File: src/rtl/regfile_pkg.sv
// Shared definitions for the 2-read / 1-write register file.
//   DEFAULT_DATA_W : default register width
//   DEFAULT_ADDR_W : default address width (register count = 2**ADDR_W)
//   reg_idx_t      : register index at the default address width
package regfile_pkg;

  localparam int DEFAULT_DATA_W = 16;
  localparam int DEFAULT_ADDR_W = 4;

  typedef logic [DEFAULT_ADDR_W-1:0] reg_idx_t;

endpackage : regfile_pkg

File: src/rtl/onehot_decoder.sv
// Enabled binary-to-one-hot decoder.
// Ports:
//   en  : decode enable; out is all zero when low
//   sel : binary index, ADDR_W bits
//   out : one-hot result, 2**ADDR_W bits, bit sel set when en is high
module onehot_decoder #(
  parameter int ADDR_W = regfile_pkg::DEFAULT_ADDR_W
) (
  input  logic                 en,
  input  logic [ADDR_W-1:0]    sel,
  output logic [2**ADDR_W-1:0] out
);

  always_comb begin
    out = '0;
    if (en) begin
      out[sel] = 1'b1;
    end
  end

endmodule : onehot_decoder

File: src/rtl/regfile_2r1w.sv
// Parametrised register file: two registered read ports, one write port.
// Optional macro: REGFILE_BYPASS_EN -- when defined, a read of the address
// being written in the same cycle returns wdata instead of the old contents.
// Ports:
//   clk, rst           : single clock, synchronous active-high reset
//   we, waddr, wdata   : write port; commits at the rising edge
//   re_a, raddr_a      : read port A request; rdata_a updates one edge later
//   re_b, raddr_b      : read port B request; rdata_b updates one edge later
//   rdata_a, rdata_b   : registered read data; hold while re_x is low
//   wsel               : combinational one-hot write select (zero when no write)
//   valid_mask         : sticky per-register "written since reset" flags
// Interface protocol: there is no valid/ready handshake. Every request
// presented at an edge completes at that edge; the block never stalls.
module regfile_2r1w
  import regfile_pkg::*;
#(
  parameter int DATA_W   = DEFAULT_DATA_W,
  parameter int ADDR_W   = DEFAULT_ADDR_W,
  parameter int ZERO_REG = 1
) (
  input  logic                 clk,
  input  logic                 rst,
  input  logic                 we,
  input  logic [ADDR_W-1:0]    waddr,
  input  logic [DATA_W-1:0]    wdata,
  input  logic                 re_a,
  input  logic [ADDR_W-1:0]    raddr_a,
  output logic [DATA_W-1:0]    rdata_a,
  input  logic                 re_b,
  input  logic [ADDR_W-1:0]    raddr_b,
  output logic [DATA_W-1:0]    rdata_b,
  output logic [2**ADDR_W-1:0] wsel,
  output logic [2**ADDR_W-1:0] valid_mask
);

  localparam int NREGS = 2**ADDR_W;

  logic [DATA_W-1:0] mem [NREGS];
  logic              wr_en;
  logic [DATA_W-1:0] rd_next_a;
  logic [DATA_W-1:0] rd_next_b;

  // Writes to the hard-wired zero register are dropped before decode, so
  // wsel, storage and valid_mask all see "no write".
  assign wr_en = we && !((ZERO_REG != 0) && (waddr == '0));

  onehot_decoder #(
    .ADDR_W (ADDR_W)
  ) u_wdec (
    .en  (wr_en),
    .sel (waddr),
    .out (wsel)
  );

  // Read data selection. The zero-register rule is applied last so it wins
  // over forwarding (a zero-register write is suppressed anyway).
  always_comb begin
    rd_next_a = mem[raddr_a];
    rd_next_b = mem[raddr_b];
`ifdef REGFILE_BYPASS_EN
    if (wr_en && (waddr == raddr_a)) rd_next_a = wdata;
    if (wr_en && (waddr == raddr_b)) rd_next_b = wdata;
`else
`endif
    if ((ZERO_REG != 0) && (raddr_a == '0)) rd_next_a = '0;
    if ((ZERO_REG != 0) && (raddr_b == '0)) rd_next_b = '0;
  end

  // Storage: each register is loaded only when its wsel bit is set.
  always_ff @(posedge clk) begin
    if (rst) begin
      for (int i = 0; i < NREGS; i++) begin
        mem[i] <= '0;
      end
    end else begin
      for (int i = 0; i < NREGS; i++) begin
        if (wsel[i]) mem[i] <= wdata;
      end
    end
  end

  // Sticky written-since-reset flags.
  always_ff @(posedge clk) begin
    if (rst) begin
      valid_mask <= '0;
    end else begin
      valid_mask <= valid_mask | wsel;
    end
  end

  // Registered read ports; each holds its value while its enable is low.
  always_ff @(posedge clk) begin
    if (rst) begin
      rdata_a <= '0;
      rdata_b <= '0;
    end else begin
      if (re_a) rdata_a <= rd_next_a;
      if (re_b) rdata_b <= rd_next_b;
    end
  end

endmodule : regfile_2r1w

File: config.mk
export PLATFORM = sky130hd
export DESIGN_NAME = regfile_2r1w
export DESIGN_NICKNAME = d
export VERILOG_FILES = /design/src/rtl/regfile_pkg.sv /design/src/rtl/onehot_decoder.sv /design/src/rtl/regfile_2r1w.sv
export SDC_FILE = /design/constraint.sdc
export NUM_CORES = 1
export LEC_CHECK = 0
export ABC_AREA = 0
export CORE_MARGIN = 4
export CORE_UTILIZATION = 50
export DETAILED_ROUTE_END_ITERATION = 10
export DONT_BUFFER_PORTS = 1
export PLACE_DENSITY = 0.72
export SYNTH_ARGS = -nofsm -noshare
export SYNTH_HDL_FRONTEND = slang
export SYNTH_SLANG_ARGS = --single-unit
File: constraint.sdc
create_clock -name clk -period 3.3 [get_ports clk]
set_clock_uncertainty 0.1 [all_clocks]
set_input_delay 0.66 -clock clk [delete_from_list [all_inputs] [get_ports clk]]
set_output_delay 0.66 -clock clk [all_outputs]
set_load 0.005 [all_outputs]
Word level (Yosys, flattened, before mapping)
Memories as Yosys holds them, arrays and structs flattened. Index checks and enable logic that the tools add are counted.

Add/sub/neg operators: 0. Multiply operators: 0. Divide/modulo/power cells: 0. $lt $le $gt $ge: 2. Eq/ne operators: 0. Shift operators: 0. Muxes and demuxes: 71. Bitwise gates (word level): 17. Reductions and logical operators: 6.

Operator list (number): 16-bit two-way mux (19); 1-bit two-way mux (51); 1-bit OR (16); 16-bit OR (1); 4-bit logical NOT (3); 4-bit by 5-bit < comparator with 1-bit output, second input constant (1); 1-bit demux with 4-bit select (1); 4-bit by 1-bit greater-or-equal comparator with 1-bit output, second input constant (1); 1-bit logical AND (2); 1-bit logical NOT (1).

Register bits after elaboration: 48. Bits in latches: 0. Memory bits (writable): 256. ROM bits: 0. Input bits: 33. Output and inout bits: 64. Word-level logic and storage cells: 100. Memories kept: 1.

Memories: mem (depth 16, width 16, rd ports 2, clocked after Yosys merged registers in 0, write ports 16, RTL line regfile_2r1w.sv:38) `logic [DATA_W-1:0] mem [NREGS];`.

Logic depth before layout (Yosys ltp)
Gate-level depths: netlist of run 1.

Depth after elaboration: 9. Depth in mapped cells: 6.

Cells and area by module
A second synthesis of run 1 with hierarchy kept.

Cell total of the unflattened synthesis: 898. Area, all modules: 14525.2 um^2.

By module, submodules not included: regfile_2r1w (instances 1, cells each 875, area each 14407.6 um^2, sequential area each 8648.3 um^2); onehot_decoder (instances 1, cells each 23, area each 117.6 um^2, sequential area each 0.0 um^2).

Worst setup path after synthesis of run 1
No wires, ideal clock.

Path type: input to output. Start point: input port waddr[1]. End point: output port wsel[2]. Data arrival time: 1614 ps. Data required time: 2540 ps. Slack: 926 ps. Stages on the path: 6. Path buffers: 3. Cell sequence: buf_2 > nor2b_1 > clkbuf_1 > nand2_1 > clkbuf_1 > inv_1.

Longest elaborated chain between the ends: 5. Elaborated cells on any way between the ends: 9. Classes of those cells: order compare (2); mux (3); reduce/logical (4).

Ends and longest elaborated chain: start: declaration (RTL line regfile_2r1w.sv:24) `input logic [ADDR_W-1:0] waddr,`; 4-bit by 5-bit < comparator with 1-bit output (not written as such) or 4-bit by 1-bit greater-or-equal comparator with 1-bit output (tied branches) (RTL line onehot_decoder.sv:17) `out[sel] = 1'b1;`; 1-bit logical AND (not written as such) (RTL line onehot_decoder.sv:17); 1-bit two-way mux (not written as such) (RTL line onehot_decoder.sv:17); 1-bit demux with 4-bit select; 16-bit two-way mux * (RTL line onehot_decoder.sv:16) `if (en) begin`; end: declaration (RTL line regfile_2r1w.sv:32) `output logic [2**ADDR_W-1:0] wsel,`.

Every way passes the cells marked *; elsewhere a longest branch is shown, timed or not.

Worst setup path after layout of run 1
Ends and elaborated chain as after synthesis.

==> flow_summary.ini, run 1 <==
[timing]
max_freq_mhz = 411
worstMarginPinSlew_ns = 0.982
setup-tns-final_ns = 0
slew_headroom_pct = 34.5
period_share_pct = 73.7
finalHoldViolations = 0
drv_slew = 0
period_minus_slack_ns = 2.43
finalSetupViolations = 0
rsz0062_at_grt = false

[clock_network]
post_cts_resized = 0
cts.clk_slew.worst_paths_ns = 0.06
max-clock-path-buffers = 3
insertion_delay_ns = 0.56
cts_hold_buf = 0
cts-buffers-inserted = 31
cts_sinks = 304
cts-root-buf = clkbuf_16
cts_setup_buffers = 0
cts_tree = yes
h-tree-depth = 1

[cells_and_area]
synthToLayoutAreaGrowth_pct = 9.18
drive_gt1_share_pct = 25.7
layout.nets = 934
final_core_util_pct = 55.7

[logic_synthesis]
yosysMostFrequentCell = edfxtp_1
synth_top_area_cell = edfxtp_1
async_flop_share_pct = 0
seq_area_frac_synth_pct = 60.7
ys_ff_latch = 304
yosysWarnings = 0
synth_area_per_cell_um2 = 15.6
ys_types = 31
synth.area.top_cells = edfxtp_1 (54%), mux4_2 (20%), dfxtp_1 (6.7%)
synth-edff-count = 256
synth_top_area_share_pct = 54.0
synth_ff_type = edfxtp_1
synth_area_um2 = 14200
syn-instance-count = 913
yosys-top-cells-count = edfxtp_1 (256), nor2_1 (162), mux4_2 (128)

[power_and_ir_drop]
sw_frac_of_total_pct = 21.8
intPower_w = 0.00694
power_density_nw_per_um2 = 571
ir_drop_v = 0.000447
pwr-share-clk_pct = 39.9
netSwitchingPower_w = 0.00193
p_leak_nw = 5.37
seqPwrFrac_pct = 52.0
combinationalPowerShare_pct = 8.1

[floorplanning]
rows = 61
fp.dieH_um = 177
die_w_um = 177
initial_core_util_pct = 51.0
dieArea_um2 = 31200
core_um2 = 27900
ios = 97

[worst_hold_path]
hold_depth = 1
min_path_type = in2reg

[place]
port_buffers = 0
place_congestion = 0.787
dpl.hpwl_um = 23100

[global_routing]
top_usage_layer = met2
grt_pass1_wl_um = 52100
grt_use_met2_pct = 34.9
met3_usage_pct = 6.67
track_usage_pct = 22.4
antenna_found_initial = 0
grt_pass1_vias = 8253
gr-total-overflow = 0
grt_max_degree = 72
use_met1_pct = 31.4

[route]
via_per_inst = 6.15
drtIter0Drc = 903
ant_nets = 0
routedWlPerCell_um = 26.9
drt-pass1-iter-count = 8
vias = 8025
drcViolationCount = 0
wl_um = 35000

[flow_run]
cap_viol_max_count = 0

[critical_path]
cp.arrival_ns = 1.67
crit_fanout = 10
critPathCaptureType = output port
path_class = in2out
critPathLaunchType = primary input
cp.required_ns = 2.54
reg2reg_depth = 3

[outcome]
outcome = completed
-- kinds of logic after synthesis --
kind of cell           Yosys count  synth area share (%)
buffers and inverters          114                  4.17
flip-flops                     304                  60.7
AO/OA/AOI/OAI                   79                  4.67
AND/OR/NAND/NOR                255                  7.90
other                            1                0.0263
multiplexers                   160                  22.5
-- power groups by stage --
| stage | Sequential (W) | Clock, W | Combinational [W] |
|---|---|---|---|
| 2_1_floorplan | 0.00462 | 0 | 0.000661 |
| 3_3_place_gp | 0.00467 | 0 | 0.000711 |
| 3_5_place_dp | 0.00469 | 0 | 0.000723 |
| 4_1_cts | 0.00461 | 0.00359 | 0.000726 |
| 5_1_grt | 0.00465 | 0.00374 | 0.000761 |
| 6_report | 0.00461 | 0.00354 | 0.000720 |
-- flip-flops by register name (all words and copies together) (netlist names) --
name,flops
rdata_a,16
rdata_b,16
mem,256
valid_mask,16
-- worst max-delay path, cell delays in order --
cell and delay (ns):
nor2b_1 0.33, nand2_1 0.30, buf_4 0.26, inv_1 0.11
-- metal layers --
layer / wire [µm] / share of wire, %
met1: 13600 / 39
met2: 16300 / 46
met3: 4240 / 12
met4: 953 / 2.7
met5: 0 / 0
-- metrics by stage --
step,setup WS [ns],power [W],std cells,instance area [µm²],hold WS [ns]
floorplan,0.926,0.00528,929,14300,0.342
global placement,0.861,0.00538,1246,14500,0.365
detailed placement,0.840,0.00542,1246,14500,0.364
CTS,0.871,0.00893,1303,15500,0.0504
global route,0.744,0.00914,1303,15500,0.0568
finish,0.869,0.00888,1304,15500,0.0702
-- layout make-up --
type	count	area (µm²)
Sequential cell	304	8650
Clock buffer	46	933
Fill cell	2245	12400
Multi-Input combinational cell	511	5090
Antenna cell	1	2.50
Clock inverter	11	105
Tap cell	378	473
Timing Repair Buffer	26	195
Inverter	27	101
-- final timing paths --
kind / startpoint / to / slack [ns]
setup / recovery: waddr[1] / wsel[2] / 0.87
hold / removal: rst / valid_mask[0] / 0.07
setup reg to reg: mem[1][0] / rdata_a[0] / 1.69
hold reg to reg: valid_mask[7] / valid_mask[7] / 0.37
-- cell usage in the layout (no fill, tap or decap) --
cell type,instances
edfxtp_1,256
nand2_1,40
and3b_1,2
and2_1,1
nor3b_2,1
o21ba_2,2
clkbuf_8,8
clkinv_2,9
conb_1,17
clkbuf_1,6
or4b_4,2
o211ai_1,12
nor3_1,3
bufinv_16,2
mux2i_1,32
clkbuf_16,32
nand3_1,3
nand3b_1,1
nor2_1,162
a22oi_1,32
o211ai_2,20
and4b_1,2
a21oi_1,13
diode_2,1
mux4_2,128
inv_1,27
dfxtp_1,48
nor4bb_4,2
or2_2,6
nand2b_1,26
buf_4,26
nor2b_1,3
and3_1,1
Note: power is estimated with default switching activity, not from simulation.
==> run 2: changes to the inputs <==
--- a/config.mk
+++ b/config.mk
@@ -5,7 +5,7 @@
 export SDC_FILE = /design/constraint.sdc
 export NUM_CORES = 1
 export LEC_CHECK = 0
-export ABC_AREA = 0
+export ABC_AREA = 1
 export CORE_MARGIN = 4
 export CORE_UTILIZATION = 50
 export DETAILED_ROUTE_END_ITERATION = 10
==> constraint.sdc (replaced) <==
create_clock -name clk -period 2.45 [get_ports clk]
set_clock_uncertainty 0.1 [all_clocks]
set_input_delay 0.49 -clock clk [delete_from_list [all_inputs] [get_ports clk]]
set_output_delay 0.49 -clock clk [all_outputs]
set_load 0.005 [all_outputs]
==> run 2 against run 1 <==
Against the previous run: synthesized cell count grew 140%; largest power group unchanged; flip-flop and latch count is the same; total power increased by 45%; critical endpoint is now wsel[3]; critical path type unchanged.
==> flow_summary.ini, run 2 <==
[critical_path]
cp.arrival_ns = 1.33
path_delay_family = simple AND/OR/NAND/NOR gates
crit_fanout = 6
path_buf_inv = 3
cp.required_ns = 1.86
path_class = in2out
crit_chain = inv_1, nor3_1, inv_1, nor2_1, buf_4
cp_slowest_cell = nor2_1
cpPeakStageDelay_ns = 0.26
critPathCaptureType = output port
crit_top_cell = inv_1
r2r_slack_ns = 0.88
reg2reg_depth = 8
reg2reg_from = mem[14][13]
timing.rr.end = rdata_b[13]
critPathLaunchType = primary input

[logic_synthesis]
synth_compound_area_share_pct = 1.45
ys_ff_latch = 304
synth_ff_type = edfxtp_1
synth_top_family_by_area = simple AND/OR/NAND/NOR gates
seq_area_frac_synth_pct = 53.1
synth_top_area_cell = edfxtp_1
synth_area_per_cell_um2 = 7.56
async_flop_share_pct = 0
synth_area_um2 = 16300
synth.area.top_cells = edfxtp_1 (47%), nand2_1 (18%), nand3_1 (11%)
synth_xor_area_share_pct = 0
yosysWarnings = 0
muxShareOfSynthArea_pct = 0
synth-edff-count = 256
yosysMostFrequentCell = nand2_1
synthSimpleGateAreaFrac_pct = 34.1
ys_types = 23
syn-instance-count = 2153
synthAdderAreaFrac_pct = 0
yosys-top-cells-count = nand2_1 (802), nand3_1 (353), inv_1 (316)
synth_top_area_share_pct = 47.2

[worst_hold_path]
min_from = rst
hold-path-endpoint = mem[0][11]
min_path_type = in2reg
hold_depth = 0

[floorplanning]
fp.dieH_um = 188
dieArea_um2 = 35500
core_um2 = 31800
ios = 97
initial_core_util_pct = 51.2
rows = 65
die_w_um = 188

[cells_and_area]
largest_register_ffs = 256
synthToLayoutAreaGrowth_pct = 10.7
n_antenna_cell = 0
layout_commonest_cell = nand2_1
final_core_util_pct = 56.7
drive_gt1_share_pct = 6.15
layout.nets = 2187
layout_common_cells = nand2_1 (802), nand3_1 (353), inv_1 (314), edfxtp_1 (256), nor2_1 (190)
stdcell_area_um2 = 18000
top_register = mem

[route]
vias = 14700
routedWlPerCell_um = 20.5
drt-pass1-iter-count = 6
wl_um = 53700
ant_nets = 0
drcViolationCount = 0
drtIter0Drc = 2509
via_per_inst = 5.61

[global_routing]
grt_max_degree = 130
antenna_found_initial = 0
track_usage_pct = 29.4
gr-total-overflow = 0
grt_pass1_wl_um = 80600
grt_pass1_vias = 13800

[place]
port_buffers = 0
pre_cts_slack_ns = 0.241
place_congestion = 0.930
postPlaceCellArea_um2 = 16900
dpl.hpwl_um = 34500

[power_and_ir_drop]
p_leak_nw = 8.48
ir_drop_v = 0.000534
power_density_nw_per_um2 = 714

[timing]
finalSetupViolations = 0
finalHoldViolations = 0
period_share_pct = 78.4
worst_slack_ns = 0.530
drv_slew = 0
period_minus_slack_ns = 1.92
setup-tns-final_ns = 0
fin_hold_ws_ns = 0.0405
max_freq_mhz = 521
worstMarginPinSlew_ns = 1.12
slew_headroom_pct = 25.3
rsz0062_at_grt = false

[outcome]
outcome = completed

[flow_run]
cap_viol_max_count = 0

[clock_network]
post_cts_resized = 0
insertion_delay_ns = 0.52
h-tree-depth = 2
cts_sinks = 304
cts-buffers-inserted = 34
cts_tree = yes
max-clock-path-buffers = 3
cts.clk_slew.worst_paths_ns = 0.06
cts-root-buf = clkbuf_16
run 2: per-layer routing:
metal / wire length (µm) / global-route usage, %
met5: 0 / 0
met2: 22700 / 42.9
met3: 7620 / 8.48
met4: 2640 / 12.8
met1: 20700 / 41.2
run 2: per-stage QoR:
stage	cells	power [W]
2_1_floorplan	2169	0.00731
3_3_place_gp	2550	0.00771
3_5_place_dp	2550	0.00776
4_1_cts	2613	0.0129
5_1_grt	2614	0.0133
6_report	2614	0.0129
run 2: worst max-delay path by stage:
stage / from / to / cells past startpoint
detailed placement: waddr[1] / mem[6][12] / 7
finish: waddr[1] / wsel[3] / 5
global placement: waddr[1] / mem[6][9] / 7
floorplan: waddr[1] / mem[11][0] / 4
CTS: waddr[1] / wsel[3] / 5
global route: waddr[1] / wsel[3] / 5
run 2: cell type report:
type                            instances  area, µm²
Fill cell                            2917      13800
Sequential cell                       304       8650
Multi-Input combinational cell       1412       5870
Inverter                              339       1270
Clock buffer                           47        961
Timing Repair Buffer                   63        566
Tap cell                              435        544
Clock inverter                         14        156
run 2: repair_timing:
action / 4_1_cts / 5_1_grt
setup buffers: 0 / 0
hold endpoints to repair: 27 / 6
hold buffers: 2 / 1
run 2: report_power, final:
group | internal (W) | switching, W | total, W
clock network | 0.00300 | 0.00215 | 0.00515
logic | 0.000471 | 0.00115 | 0.00162
registers | 0.00597 | 0.000132 | 0.00611
run 2: logic make-up (layout without fill, tap and decap cells):
group                  count (synthesis)  after routing
other                                  1             17
DFF                                  304            304
and+or+nand+nor                     1353           1353
AOI/OAI and AO/OA                     42             42
buffers and inverters                453            463
run 2: worst register-to-register path: stages (launching register included):
cell      delay [ns]
edfxtp_1        0.37
inv_1           0.09
nand2_1         0.06
nand3_1         0.08
nand3_1         0.16
nand3_1         0.18
nand2_1         0.16
nand2_1         0.12
a21oi_1         0.07
==> run 3: changes to the inputs <==
--- a/config.mk
+++ b/config.mk
@@ -5,12 +5,12 @@
 export SDC_FILE = /design/constraint.sdc
 export NUM_CORES = 1
 export LEC_CHECK = 0
-export ABC_AREA = 1
+export ABC_AREA = 0
 export CORE_MARGIN = 4
 export CORE_UTILIZATION = 50
 export DETAILED_ROUTE_END_ITERATION = 10
 export DONT_BUFFER_PORTS = 1
-export PLACE_DENSITY = 0.72
+export PLACE_DENSITY = 0.75
 export SYNTH_ARGS = -nofsm -noshare
 export SYNTH_HDL_FRONTEND = slang
 export SYNTH_SLANG_ARGS = --single-unit
==> constraint.sdc (replaced) <==
create_clock -name clk -period 1.7 [get_ports clk]
set_clock_uncertainty 0.1 [all_clocks]
set_input_delay 0.34 -clock clk [delete_from_list [all_inputs] [get_ports clk]]
set_output_delay 0.34 -clock clk [all_outputs]
set_load 0.005 [all_outputs]
==> run 3 against run 2 <==
Against the previous run: global-route usage shrank 5.6 points; non-clock buffer count grew 32; combinational power is essentially flat; final cell count shrank 47%; worst setup slack lost 0.48 ns; first-iteration DRC count shrank 61%; core utilization grew 1.8 points; count of clock-buffer cells in the layout grew 4; worst hold slack lost 0.034 ns; critical path depth shrank 1; largest power group unchanged.
==> flow_summary.ini, run 3 (synthesis gave the netlist of run 1 again) <==
[critical_path]
cpPeakStageDelay_ns = 0.29
path_buf_inv = 2
path_delay_family = simple AND/OR/NAND/NOR gates
cp.arrival_ns = 1.21
critPathCaptureType = output port
path_class = in2out
crit_fanout = 9
critPathLaunchType = primary input
cp.required_ns = 1.26
cp_slowest_cell = and3b_1
crit_chain = and3b_1, nand2_1, buf_12, inv_1

[route]
drtIter0Drc = 975
via_per_inst = 6.15
wl_um = 37100
drcViolationCount = 0
routedWlPerCell_um = 27.0
vias = 8445
ant_nets = 0
drt-pass1-iter-count = 6

[timing]
period_minus_slack_ns = 1.65
setup-tns-final_ns = 0
rsz0062_at_grt = false
finalHoldViolations = 0
max_freq_mhz = 606
period_share_pct = 97.1
drv_slew = 0
worstMarginPinSlew_ns = 0.756
worst_slack_ns = 0.0493
fin_hold_ws_ns = 0.00658
finalSetupViolations = 0
slew_headroom_pct = 49.4

[power_and_ir_drop]
power_density_nw_per_um2 = 1060
ir_drop_v = 0.000845
p_leak_nw = 5.75

[global_routing]
antenna_found_initial = 1
grt_pass1_wl_um = 55300
grt_pass1_vias = 8878
track_usage_pct = 23.9
grt_max_degree = 65
gr-total-overflow = 0

[clock_network]
cts_sinks = 304
cts_tree = yes
h-tree-depth = 1
cts-buffers-inserted = 31
cts_setup_buffers = 0
insertion_delay_ns = 0.55
max-clock-path-buffers = 3
cts.clk_slew.worst_paths_ns = 0.06
cts-root-buf = clkbuf_16

[floorplanning]
dieArea_um2 = 31200
initial_core_util_pct = 51.0
rows = 61
core_um2 = 27900
ios = 97
fp.dieH_um = 177
die_w_um = 177

[place]
pre_cts_slack_ns = -0.0942
port_buffers = 0
place_congestion = 0.777
dp_cells = 1303
dpl.hpwl_um = 23500

[cells_and_area]
instances_no_fill = 1373
synthToLayoutAreaGrowth_pct = 14.7
layout.nets = 1003
drive_gt1_share_pct = 30.3
largest_register_ffs = 256
nFillCells = 2147
layout_commonest_cell = edfxtp_1
top_register = mem
seqCellArea_um2 = 8650
layout_common_cells = edfxtp_1 (256), nor2_1 (162), mux4_2 (128), buf_4 (65), dfxtp_1 (48)
multi_input_area_um2 = 5110
n_antenna_cell = 0

[flow_run]
cap_viol_max_count = 0

[outcome]
outcome = completed

[worst_hold_path]
min_path_type = in2reg
## run 3: changes by cell type in the layout (fill, tap and decap cells not counted), sizes merged, moves of 26 or more
cell,before,now
mux2i,0,32
a22oi,0,32
mux4,0,128
nand3,353,3
nand2,803,40
o211ai,0,32
nand2b,0,26
nor2,194,162
inv,323,28
## run 3: stage by stage
| stage | utilization [%] | instance area, µm² | total power (W) |
|---|---|---|---|
| 2_1_floorplan | - | 14300 | 0.0102 |
| 3_3_place_gp | 54.3 | 15200 | 0.0106 |
| 3_5_place_dp | 54.3 | 15200 | 0.0107 |
| 4_1_cts | 58.5 | 16300 | 0.0173 |
| 5_1_grt | 58.5 | 16300 | 0.0178 |
| 6_report | 58.5 | 16300 | 0.0173 |
## run 3: area by class of cell
| type | count | share of cell area [%] |
|---|---|---|
| flip-flops and latches | 304 | 53.0 |
| clock buffers | 51 | 5.77 |
| clock inverters | 7 | 0.383 |
| well taps | 378 | 2.90 |
| inverters | 27 | 0.621 |
| multi-input cells | 511 | 31.3 |
| repair buffers | 95 | 6.05 |
## run 3: what timing repair did
item                       4_1_cts  5_1_grt
setup endpoints to repair        1        0
resized for setup                1        0
hold buffers                    12        0
hold endpoints to repair        59        0
## run 3: power by group
group	switching (W)	total (W)	internal [W]
Combinational	0.000730	0.00165	0.000917
Sequential	0.000316	0.00896	0.00864
Clock	0.00274	0.00665	0.00391
## run 3: final timing paths
kind | from | end | slack, ns | cells after the start
max | waddr[2] | wsel[8] | 0.05 | 4
min | raddr_a[0] | rdata_a[13] | 0.007 | 2
max reg2reg | mem[7][0] | rdata_a[0] | 0.07 | 4
min reg2reg | valid_mask[3] | valid_mask[3] | 0.37 | 2
## run 3: metal layers
metal	up-vias	global-route usage [%]	share of wire, %
met5	-	0	0.038
met4	2	8.32	4.0
met3	85	6.99	13
met2	476	38.9	48
met1	4270	31.0	35
li1	3612	-	-
